`src/rtl/ca_pkg.sv`:
```
// Shared state encoding and default widths for the cache line burst adaptor.
// Optional timeout logic is enabled by defining CA_TIMEOUT_EN.
package ca_pkg;

    localparam int CA_LINE_W = 256;
    localparam int CA_BUS_W  = 32;
    localparam int CA_ADDR_W = 32;

    typedef enum logic [1:0] {
        IDLE,
        READ,
        WRITE,
        DONE
    } ca_state_e;

endpackage

```
`src/rtl/ca_beat_counter.sv`:
```
// Beat index within a line burst, with a flag for the final beat.
module ca_beat_counter #(
    parameter int BEATS = 8,
    parameter int CNT_W = 3
) (
    input  logic             clk,
    input  logic             rst_n,
    input  logic             clr,
    input  logic             inc,
    output logic [CNT_W-1:0] beat,
    output logic             last
);

    logic [CNT_W-1:0] beat_q, beat_d;

    always_comb begin
        beat_d = beat_q;
        if (clr) begin
            beat_d = '0;
        end else if (inc) begin
            beat_d = last ? '0 : beat_q + CNT_W'(1);
        end
    end

    always_ff @(posedge clk or negedge rst_n) begin
        if (!rst_n) begin
            beat_q <= '0;
        end else begin
            beat_q <= beat_d;
        end
    end

    assign beat = beat_q;
    assign last = (beat_q == CNT_W'(BEATS - 1));

endmodule

```
`src/rtl/cacheline_burst_adaptor.sv`:
```
// Splits cache line fills/write-backs into BUS_W-wide memory beats.
// Define CA_TIMEOUT_EN to abort a burst whose beat waits TIMEOUT_CYC cycles.
module cacheline_burst_adaptor
    import ca_pkg::*;
#(
    parameter int LINE_W      = CA_LINE_W,
    parameter int BUS_W       = CA_BUS_W,
    parameter int ADDR_W      = CA_ADDR_W,
    parameter int TIMEOUT_CYC = 64
) (
    input  logic                 clk,
    input  logic                 rst_n,
    input  logic                 line_read,
    input  logic                 line_write,
    input  logic [ADDR_W-1:0]    line_addr,
    input  logic [LINE_W-1:0]    line_wdata,
    output logic [LINE_W-1:0]    line_rdata,
    output logic                 line_resp,
    output logic                 line_err,
    output logic                 mem_read,
    output logic                 mem_write,
    output logic [ADDR_W-1:0]    mem_addr,
    output logic [BUS_W-1:0]     mem_wdata,
    output logic [BUS_W/8-1:0]   mem_byte_enable,
    input  logic [BUS_W-1:0]     mem_rdata,
    input  logic                 mem_resp
);

    localparam int BEATS = LINE_W / BUS_W;
    localparam int CNT_W = (BEATS > 1) ? $clog2(BEATS) : 1;
    localparam int BYTES = BUS_W / 8;
    localparam logic [ADDR_W-1:0] OFF_MASK = ADDR_W'(LINE_W / 8 - 1);

    ca_state_e         state_q, state_d;
    logic [ADDR_W-1:0] base_q, base_d;
    logic [LINE_W-1:0] wdata_q, wdata_d;
    logic [LINE_W-1:0] rdata_q, rdata_d;
    logic [CNT_W-1:0]  beat;
    logic              last;
    logic              busy;
    logic              beat_done;
    logic              expired;

    assign busy      = (state_q == READ) || (state_q == WRITE);
    assign beat_done = busy && mem_resp;

    ca_beat_counter #(
        .BEATS (BEATS),
        .CNT_W (CNT_W)
    ) u_beat (
        .clk   (clk),
        .rst_n (rst_n),
        .clr   (state_q == IDLE),
        .inc   (beat_done),
        .beat  (beat),
        .last  (last)
    );

`ifdef CA_TIMEOUT_EN
    localparam int TMR_W = $clog2(TIMEOUT_CYC + 1);

    logic [TMR_W-1:0] tmr_q, tmr_d;
    logic             err_q, err_d;

    // Counter restarts whenever a beat completes, so it measures one beat.
    always_comb begin
        tmr_d   = '0;
        expired = 1'b0;
        err_d   = err_q;
        if (busy && !mem_resp) begin
            tmr_d   = tmr_q + TMR_W'(1);
            expired = (tmr_q == TMR_W'(TIMEOUT_CYC - 1));
        end
        if (expired) begin
            err_d = 1'b1;
        end else if (state_q == DONE) begin
            err_d = 1'b0;
        end
    end

    always_ff @(posedge clk or negedge rst_n) begin
        if (!rst_n) begin
            tmr_q <= '0;
            err_q <= 1'b0;
        end else begin
            tmr_q <= tmr_d;
            err_q <= err_d;
        end
    end

    assign line_err = (state_q == DONE) && err_q;
`else
    logic unused_tmo;

    assign unused_tmo = (TIMEOUT_CYC == 0);
    assign expired    = 1'b0;
    assign line_err   = 1'b0;
`endif

    always_comb begin
        state_d = state_q;
        base_d  = base_q;
        wdata_d = wdata_q;
        rdata_d = rdata_q;
        unique case (state_q)
            IDLE: begin
                if (line_write) begin
                    base_d  = line_addr & ~OFF_MASK;
                    wdata_d = line_wdata;
                    state_d = WRITE;
                end else if (line_read) begin
                    base_d  = line_addr & ~OFF_MASK;
                    state_d = READ;
                end
            end
            READ: begin
                if (mem_resp) begin
                    rdata_d[beat*BUS_W +: BUS_W] = mem_rdata;
                    if (last) begin
                        state_d = DONE;
                    end
                end else if (expired) begin
                    state_d = DONE;
                end
            end
            WRITE: begin
                if (mem_resp) begin
                    if (last) begin
                        state_d = DONE;
                    end
                end else if (expired) begin
                    state_d = DONE;
                end
            end
            DONE: begin
                state_d = IDLE;
            end
            default: begin
                state_d = IDLE;
            end
        endcase
    end

    always_ff @(posedge clk or negedge rst_n) begin
        if (!rst_n) begin
            state_q <= IDLE;
            base_q  <= '0;
            wdata_q <= '0;
            rdata_q <= '0;
        end else begin
            state_q <= state_d;
            base_q  <= base_d;
            wdata_q <= wdata_d;
            rdata_q <= rdata_d;
        end
    end

    assign mem_read        = (state_q == READ);
    assign mem_write       = (state_q == WRITE);
    assign mem_addr        = busy ? base_q + ADDR_W'(beat) * ADDR_W'(BYTES) : '0;
    assign mem_wdata       = mem_write ? wdata_q[beat*BUS_W +: BUS_W] : '0;
    assign mem_byte_enable = {BYTES{mem_write}};
    assign line_rdata      = rdata_q;
    assign line_resp       = (state_q == DONE);

endmodule
```
`config.mk`:
```
export PLATFORM = sky130hd
export DESIGN_NAME = cacheline_burst_adaptor
export DESIGN_NICKNAME = d
export VERILOG_FILES = /design/src/rtl/ca_pkg.sv /design/src/rtl/ca_beat_counter.sv /design/src/rtl/cacheline_burst_adaptor.sv
export SDC_FILE = /design/constraint.sdc
export NUM_CORES = 1
export LEC_CHECK = 0
export BUFFER_PORTS_ARGS = -buffer_cell sky130_fd_sc_hd__buf_4
export CAP_MARGIN = 30
export CORE_AREA = 2 2 254 256
export DETAILED_ROUTE_END_ITERATION = 12
export DIE_AREA = 0 0 256 258
export PLACE_DENSITY = 0.69
export SETUP_SLACK_MARGIN = 0.05
export SLEW_MARGIN = 25
export SYNTH_ARGS = -nofsm -noshare
export SYNTH_HDL_FRONTEND = slang
export SYNTH_SLANG_ARGS = --single-unit
```
`constraint.sdc`:
```
create_clock -name clk -period 5.9 [get_ports clk]
set_input_delay 1.475 -clock clk [delete_from_list [all_inputs] [get_ports clk]]
set_output_delay 1.475 -clock clk [all_outputs]
set_load 0.02 [all_outputs]
```
==> metrics.txt, run 1 <==
outcome finished clean; Core Region 0.0636 mm²; fraction of final layout cells with drive strength greater than 1 59.7%; starting utilization of the core area 37.0%; number of DRC markers after the initial detailed-route iteration 831; topmost layer with routed signal wires met5; number of setup buffers added after CTS 0; kind of path behind the tightest hold check reg -> reg; number of placed I/O pins 653; cell type with the highest occurrence count on the critical path buf_4; worst-case clock skew 0.0146 ns; count leader, synth dfrtp_1; P&R area growth vs syn 33.4%; worst path bufs/invs 2; Worst path max stage delay 0.87 ns; Pre-Repair DR Iteration Count 5; GRT overflow 0; Unique masters post-synth 30; CTS tree yes; post-cts resize count 0; number of synthesized flops with an enable pin 0; area of the die between 0.06 and 0.07 mm²; Die X-Extent 256 µm; endpoint required time on the critical path 4.43 ns; die outline height between 200 and 300 µm; Pwr Total ~15 mW; type of the setup path with the least slack reg -> out; post-route insts no fill 3131; global-route wire length before repair 110000 µm; post-placement cell count 3023; layout net count 2566; actual slew at the worst max-slew pin 0.946 ns; largest net degree at the start of global routing 127; vias in the first global route 17168; Top delay family on crit path flip-flops; maximum achievable frequency 223 MHz; slowest stage cell, crit path dfrtp_4; clock net sink count ~540; I/O Buffers 644; count of endpoints failing setup in the final report 0; cts bufs inserted 58; number of max-slew violations in the final report 0; final cycle utilization of the critical path 75.9%; reported leakage power 15.2 nW; number of flip-flops and latches in the synthesized netlist 544; vias per cell 5.02; final critical path time including I/O delays and setup between 4 and 5 ns; top cells by area, synth dfrtp_1 58%, mux2_2 23%, mux4_2 6.1%; insertion delay of the later-clocked pin in the worst-skew pair 0.60 ns; Metal-1 WL 26800 µm; post-synthesis area per instance around 15 µm²; total power per unit cell area 483 mW/mm²; final weighted congestion in routability-driven placement 0.844; critical path launch point type flop; routed wire length per instance between 20 and 25 µm; Yosys top cell by area dfrtp_1; DR DRC count 0; Post-Place Setup Slack 1.98 ns; Cell Chain, Critical Path buf_4, mux4_2, nand2_1, a21boi_0, buf_4; asr flop ratio synth 100%; post-synthesis cell area approximately 0.024 mm²; clock root buffer clkbuf_16; number of placement rows 93; Crit. End Element output pin; total of warnings raised by yosys 0; Post-CTS Hold Buffers 0; post-detailed-placement half-perimeter wirelength ~54000 µm; met2 wire length 37000 µm; RSZ-0062 raised after global routing no; summed negative setup slack over all endpoints 0 ns; residual antenna-violating net count after detailed routing 0; maximum resistive drop on vdd 0.000306 V; worst rel slew slack between 30% and 40%; clock input transition at the sequential cells of the worst setup and hold paths 0.06 ns; DR vias 15719; biggest fanout along the worst timing path 34; buffers from clock root to sink, at most 3; commonest register cell after synthesis dfrtp_1; total length of routed met3 wires 6790 µm; Total Routing Usage GR between 20% and 30%; crit path DAT 3.00 ns; total length of routed wires 74000 µm; final worst hold slack 0.497 ns; initial antenna violation count 2; total of max-cap violations 0; sequential fraction of the synthesis area 57.8%; top cell type's share of synthesized area around 58%; post-synthesis instance total 1596; final worst slack 1.42 ns; cell types with the highest counts after synthesis 544 x dfrtp_1, 477 x mux2_2, 126 x and2_1; Final Hold Fails 0; maximum level of the CTS H-tree 2
[per-stage QoR]
step | utilization, % | cell area, µm²
global placement | 46.2 | 29400
floorplan | - | 23600
finish | 49.4 | 31400
global route | 49.4 | 31400
detailed placement | 46.3 | 29400
CTS | 49.3 | 31400
[registers in the layout (all words and copies together) (netlist names)]
name / count
base_q: 27
line_rdata: 256
state_q: 2
u_beat.beat: 3
wdata_q: 256
[layout by cell type, fill, tap and decap left out, drive strengths merged]
master	count
a21boi	32
a21oi	2
a22oi	1
and2	126
and3b	1
buf	676
bufinv	5
clkbuf	85
clkinv	13
conb	3
dfrtp	544
diode	3
ha	12
inv	38
mux2	507
mux2i	36
mux4	64
nand2	103
nand3	4
nand4b	1
nor2	7
nor3	5
nor3b	2
o21ai	2
o31ai	1
or3	1
or4	1
or4b	1
[power by group]
group | switching (mW) | leakage (nW) | total [mW] | internal, mW
sequential | 0.772 | 6.80 | 5.79 | 5.02
combinational | 2.78 | 7.42 | 5.67 | 2.89
clock | 1.51 | 0.976 | 3.74 | 2.23
total | 5.05 | 15.2 | 15.2 | 10.1
[cells by family after synthesis]
logic type               after synthesis  synth area share [%]
other                                  1                0.0159
AND/OR/NAND/NOR                      252                  5.53
adder cells (fa/ha/maj)               12                 0.637
flip-flops                           544                  57.8
buffers and inverters                142                  2.55
AO/OA/AOI/OAI                         38                  1.17
multiplexers                         607                  32.3
[layout make-up]
type	instances	area, µm²
fill	5533	32200
clock buffer	85	1720
antenna	3	7.51
timing repair buffer	676	5200
tap	855	1070
clock inverter	19	230
inverter	37	139
sequential	544	13600
multi-input combinational	912	9440
[final timing paths]
check / cells after the start / endpoint / startpoint / slack, ns
max in group asynchronous: 3 / wdata_q[62] / rst_n / 3.74
worst max register to register: 7 / line_rdata[10] / u_beat.beat[1] / 2.25
min in group asynchronous: 1 / line_rdata[141] / rst_n / 0.80
worst min register to register: 1 / base_q[28] / base_q[28] / 0.50
worst max-delay path: 5 / mem_wdata[19] / u_beat.beat[1] / 1.42
worst min-delay path: 1 / base_q[28] / base_q[28] / 0.50
[metal layers]
| layer | vias to the layer above | track usage, % |
|---|---|---|
| met5 | - | 0 |
| met4 | 2 | 9.81 |
| li1 | 6867 | - |
| met1 | 8042 | 24.7 |
| met3 | 150 | 7.95 |
| met2 | 658 | 38.4 |
(Power assumes the default switching activity.)
==> run 2, diff against run 1 <==
Settings changed: ABC_AREA set to 1, CORE_AREA 2 2 254 256 to not set, CORE_MARGIN set to 2, CORE_UTILIZATION set to 40, DIE_AREA 0 0 256 258 to not set, PLACE_DENSITY 0.69 to 0.75.
Clock period 5.9 ns to 3.6 ns, I/O delays scaled along.
==> run 2 against run 1 <==
Net effect:
- global-route usage grew 4.3 points
- via count is 47% higher
- core utilization increased by 3.0 points
- die area shrank 3.3%
- critical path type unchanged
- largest cell class unchanged
- highest routed layer unchanged
==> metrics.txt, run 2 <==
Pre-Repair DR Iteration Count 5 (unchanged); post-synthesis area per instance 7.86 µm² (-47%); endpoint required time on the critical path 2.70 ns (-1.73 ns); Final Hold Fails 0 (unchanged); footprint of the multi-input gates 0.00889 mm² (-5.9%); final critical path time including I/O delays and setup approximately 3.5 ns; final weighted congestion in routability-driven placement 0.909 (+7.8%); layout net count 4034 (+57%); DR DRC count 0 (unchanged); buffers from clock root to sink, at most 3 (unchanged); critical path launch point type flop; count leader, synth nand2_1; final non-filler cell area 0.0322 mm² (+2.4%); number of synthesized flops with an enable pin 0 (unchanged); worst-case clock skew 0.0210 ns (+0.00635 ns); P&R area growth vs syn 30.1%; Unique masters post-synth 28 (-6.7%); actual slew at the worst max-slew pin 0.928 ns (-0.0179 ns); post-synthesis instance total 3149 (+97%); maximum resistive drop on vdd 0.000651 V (+110%); worst reg2reg setup slack 0.76 ns (-1.49 ns); type of the setup path with the least slack reg -> out; insertion delay of the later-clocked pin in the worst-skew pair 0.63 ns (+0.03 ns); post-placement cell count 4428 (+46%); total of warnings raised by yosys 0 (unchanged); post-detailed-placement half-perimeter wirelength 62000 µm (+15%); area of the die 0.0639 mm² (-3.3%); commonest register cell after synthesis dfrtp_1; vias per cell 5.10 (+1.5%); Die X-Extent 253 µm (-1.3%); biggest fanout along the worst timing path 103 (+200%); FILL cells 5788 (+4.6%); area used by sequential logic in the layout 0.0136 mm² (about the same); final worst hold slack 0.286 ns (-0.212 ns); Total Routing Usage GR 26.5% (+4.3 points); kind of path behind the tightest hold check in -> async; clock net sink count 544 (unchanged); total length of routed wires 86600 µm (+17%); outcome finished clean; top cells by area, synth dfrtp_1 55%, nand2_1 13%, nand3_1 7.7%; number of max-slew violations in the final report 0 (unchanged); post-synthesis cell area 0.0247 mm² (+5.0%); starting utilization of the core area 40.2% (+3.2 points); residual antenna-violating net count after detailed routing 0 (unchanged); placed cell areas 0.0302 mm² (+2.7%); number of flip-flops and latches in the synthesized netlist 544 (unchanged); cts bufs inserted 57 (-1.7%); clock root buffer clkbuf_16; Core Region 0.0615 mm² (-3.4%); cell types with the highest counts after synthesis 868 x nand2_1, 544 x dfrtp_1, 387 x nor2_1; crit path DAT 2.55 ns (-0.45 ns); number of DRC markers after the initial detailed-route iteration 1692 (+100%); Pwr Total 23.9 mW (+58%); most frequent cells in the layout 867 x nand2_1, 689 x buf_4, 541 x dfrtp_1, 384 x nor2_1, 380 x nand3_1; post-route insts no fill 4542 (+45%); maximum level of the CTS H-tree 2 (unchanged); asr flop ratio synth 100% (unchanged); die outline height 253 µm (-2.1%); clock input transition at the sequential cells of the worst setup and hold paths 0.06 ns (about the same); number of placement rows 91 (-2.2%); final worst slack 0.149 ns (-1.28 ns); most common library cell in the layout ignoring fill and taps nand2_1; routed wire length per instance 19.1 µm (-19%); vias in the first global route 22113 (+29%); initial antenna violation count 9 (+7); GRT overflow 0 (unchanged); number of placed I/O pins 653 (unchanged); Crit. End Element output pin; I/O Buffers 644 (unchanged); CTS tree yes; largest net degree at the start of global routing 137 (+7.9%); final cycle utilization of the critical path between 90% and 100%; worst rel slew slack 38.1% (+1.2 points); global-route wire length before repair 130000 µm (+18%); count of endpoints failing setup in the final report 0 (unchanged); fraction of final layout cells with drive strength greater than 1 21.8% (-38 points); reported leakage power 17.7 nW (+16%); RSZ-0062 raised after global routing yes; total of max-cap violations 0 (unchanged); reg2reg path depth 9 (+2); total power per unit cell area 744 mW/mm² (+54%); Yosys top cell by area dfrtp_1; DR vias 23145 (+47%); top cell type's share of synthesized area 55.0% (-2.7 points); sequential fraction of the synthesis area 55.0% (-2.7 points); Post-Place Setup Slack 0.678 ns (-1.30 ns); maximum achievable frequency 290 MHz; Post-CTS Hold Buffers 0 (unchanged)
==> run 2: routing by layer <==
metal	track usage, %	routed length [µm]	share of wire [%]	vias to the layer above
li1	-	-	-	10918
met1	31.9	32800	38	10996
met2	43.2	41200	48	1012
met3	6.10	7120	8.2	217
met4	16.2	5390	6.2	2
met5	0	11	0.013	-
==> run 2: critical path, cell delays in order, from the launching register on <==
cell and delay, ns:
dfrtp_4 0.52, buf_12 0.20, nand2_1 0.17, nand3_1 0.12
nand3_1 0.21, nand2_1 0.18, nor2_1 0.19, buf_4 0.17
==> run 2: path summary, 6_finish.rpt <==
check / to / startpoint
setup / recovery: mem_wdata[24] / u_beat.beat[0]
hold / removal: wdata_q[32] / rst_n
setup reg to reg: line_rdata[122] / u_beat.beat[2]
hold reg to reg: base_q[5] / base_q[5]
max in group asynchronous: line_rdata[202] / rst_n
min in group clk: base_q[5] / base_q[5]
==> run 2: metrics by stage <==
step           utilization (%)  TNS, ns
2_1_floorplan                -        0
3_3_place_gp              49.2        0
3_5_place_dp              49.2        0
4_1_cts                   52.3        0
5_1_grt                   52.3  -0.0181
6_report                  52.4        0
==> run 2: cell type report <==
cell class                      count  area share (%)
Antenna cell                       11          0.0855
Clock buffer                       90            5.41
Clock inverter                     13           0.474
Inverter                          335            3.92
Multi-Input combinational cell   2053            27.6
Sequential cell                   544            42.3
Tap cell                          790            3.07
Timing Repair Buffer              706            17.1
==> run 2: cells by family after synthesis <==
logic type / share of synthesized area [%]
and+or+nand+nor: 27.7
buffers and inverters: 9.32
DFF: 55.0
AOI/OAI and AO/OA: 7.29
adders and majority gates: 0.607
other: 0.0152
==> run 2: report_power, final <==
group | internal (mW) | total (mW) | switching [mW] | leakage, nW
Clock | 3.45 | 5.97 | 2.52 | 0.924
Sequential | 7.80 | 8.37 | 0.572 | 6.69
Combinational | 3.06 | 9.60 | 6.54 | 10.1
Total | 14.3 | 23.9 | 9.63 | 17.7
==> run 2: repair_timing <==
action,4_1_cts,5_1_grt
endpoints found under the setup margin,3,8
gates resized for setup,1,3
pin swaps,0,0
setup buffers,0,0
==> run 3, diff against run 2 <==
Settings changed: GPL_TIMING_DRIVEN set to 0.
==> run 3 against run 2 <==
Net effect:
- maximum frequency decreased by 0.27%
- core utilization up 1.2 points
- via count is 5.8% higher
- largest cell class unchanged
- largest power group unchanged
==> metrics.txt, run 3 (synthesized netlist as in run 2, its figures left out) <==
RSZ-0062 raised after global routing no; global-route layer with the greatest usage met2; cts bufs inserted 58 (+1.8%); final critical path time including I/O delays and setup 3.46 ns (+0.00943 ns); global routing usage on met1 34.7% (+2.8 points); number of placed I/O pins 653 (unchanged); endpoint required time on the critical path 2.70 ns (about the same); insertion delay of the later-clocked pin in the worst-skew pair 0.63 ns (about the same); final worst hold slack 0.201 ns (-0.0846 ns); crit path DAT 2.56 ns (about the same); Worst path max stage delay 0.41 ns (-0.11 ns); Pwr Total 25.0 mW (+4.2%); buffers from clock root to sink, at most 3 (unchanged); Total Routing Usage GR 29.7% (+3.2 points); Crit Reg-Reg Endpoint line_rdata[148]; routed wire length per instance 20.6 µm (+8.3%); DR DRC count 0 (unchanged); worst path bufs/invs 5 (+3); GRT overflow 0 (unchanged); Pre-Repair DR Iteration Count 6 (+1); most frequent cells in the layout 863 x nand2_1, 665 x buf_4, 543 x dfrtp_1, 376 x nand3_1, 375 x nor2_1; Post-CTS Hold Buffers 0 (unchanged); reg2reg path depth 12 (+3); vias per cell 5.20 (+2.1%); CTS tree yes; P&R area growth vs syn 33.0%; fraction of final layout cells with drive strength greater than 1 23.7% (+1.9 points); worst reg2reg setup slack 0.54 ns (-0.22 ns); final non-filler cell area 0.0329 mm² (+2.2%); Final Hold Fails 0 (unchanged); layout net count 4198 (+4.1%); Crit. End Element output pin; starting utilization of the core area 40.2% (unchanged); number of max-slew violations in the final report 0 (unchanged); post-detailed-placement half-perimeter wirelength 75600 µm (+22%); footprint of the multi-input gates 0.00892 mm² (+0.32%); slowest stage cell, crit path dfrtp_1; Die X-Extent 253 µm (unchanged); biggest fanout along the worst timing path 10 (-90%); number of placement rows 91 (unchanged); M2 GR Usage 50.3% (+7.1 points); final cycle utilization of the critical path 96.1% (+0.26 points); Cell Chain, Critical Path buf_4, inv_4, buf_6, buf_2, nand2_1, nand3_1, nand3_1, nand2_1, nor2_1, buf_4; residual antenna-violating net count after detailed routing 0 (unchanged); largest net degree at the start of global routing 94 (-31%); maximum resistive drop on vdd 0.000529 V (-19%); Core Region 0.0615 mm² (unchanged); most common library cell in the layout ignoring fill and taps nand2_1; I/O Buffers 644 (unchanged); FILL cells 5743 (-0.78%); area of the die 0.0639 mm² (unchanged); die outline height 253 µm (unchanged); Top delay family on crit path buffers and inverters; outcome finished clean; maximum achievable frequency 289 MHz (-0.27%); area used by sequential logic in the layout 0.0136 mm² (about the same); clock root buffer clkbuf_16; number of setup buffers added after CTS 0 (unchanged); worst-case clock skew 0.0294 ns (+0.00845 ns); actual slew at the worst max-slew pin 0.802 ns (-0.126 ns); maximum level of the CTS H-tree 2 (unchanged); clock net sink count 544 (unchanged); reg2reg start u_beat.beat[0]; global-route wire length before repair 142000 µm (+9.6%); total length of routed wires 97200 µm (+12%); total power per unit cell area 758 mW/mm² (+2.0%); count of endpoints failing setup in the final report 0 (unchanged); vias in the first global route 23518 (+6.4%); critical path launch point type flop; type of the setup path with the least slack reg -> out; total of max-cap violations 0 (unchanged); clock input transition at the sequential cells of the worst setup and hold paths 0.06 ns (about the same); final weighted congestion in routability-driven placement 0.958 (+5.4%); number of DRC markers after the initial detailed-route iteration 2244 (+33%); worst rel slew slack 46.5% (+8.4 points); initial antenna violation count 15 (+6); met3 routing resource usage after global routing 6.40% (+0.30 points); reported leakage power 18.1 nW (+2.5%); utilization of the core after routing 53.5% (+1.2 points); placed cell areas 0.0307 mm² (+1.7%); kind of path behind the tightest hold check in -> async; DR vias 24488 (+5.8%)
-- run 3: changes by cell type in the layout (fill, tap and decap cells not counted), moves of 6 or more --
cell / before / now
nor2_2: 1 / 12
buf_6: 0 / 9
buf_16: 0 / 6
buf_12: 16 / 0
buf_2: 0 / 97
clkbuf_2: 0 / 19
nor2_1: 384 / 375
buf_4: 689 / 665
buf_1: 0 / 12
clkbuf_1: 15 / 72
-- run 3: repair_timing --
| item | 4_1_cts | 5_1_grt |
|---|---|---|
| resized for setup | 41 | 42 |
| endpoints found under the hold margin | 0 | 0 |
| setup endpoints to repair | 68 | 44 |
-- run 3: final cells by class --
| cell class | count | area share (%) |
|---|---|---|
| plain buffers | 219 | 3.42 |
| inverters | 335 | 3.84 |
| clock inverters | 16 | 0.658 |
| well taps | 790 | 3.00 |
| multi-input cells | 2053 | 27.1 |
| flip-flops and latches | 544 | 41.4 |
| clock buffers | 89 | 5.32 |
| repair buffers | 650 | 15.2 |
| diodes | 12 | 0.0912 |
-- run 3: worst max-delay path by stage --
| stage | start | end | slack (ns) | depth (start not counted) |
|---|---|---|---|---|
| after floorplan | state_q[0] | mem_wdata[10] | 1.13 | 5 |
| after detailed placement | u_beat.beat[1] | line_rdata[155] | -0.04 | 11 |
| after global placement | rst_n | line_rdata[39] | -4.25 | 1 |
| final | u_beat.beat[0] | mem_wdata[17] | 0.14 | 10 |
| after global routing | u_beat.beat[0] | mem_wdata[18] | 0.05 | 10 |
| after CTS | u_beat.beat[0] | mem_wdata[25] | 0.002 | 9 |
-- run 3: report_power, final --
part | switching [mW] | total (mW) | internal (mW)
Combinational | 7.11 | 10.4 | 3.31
Sequential | 0.581 | 8.38 | 7.80
Clock | 2.60 | 6.16 | 3.57
-- run 3: layer usage --
metal	up-vias	part of all wire (%)
met2	1300	48
li1	11268	-
met4	8	6.3
met1	11628	37
met3	284	8.7
met5	-	0.049
-- run 3: per-stage QoR --
step	std cells	TNS, ns	setup slack [ns]
6_report	4708	0	0.139
5_1_grt	4704	0	0.0488
4_1_cts	4696	0	0.00177
3_5_place_dp	4591	-0.528	-0.0356
3_3_place_gp	4585	-2257.46	-4.25
2_1_floorplan	3151	0	1.13
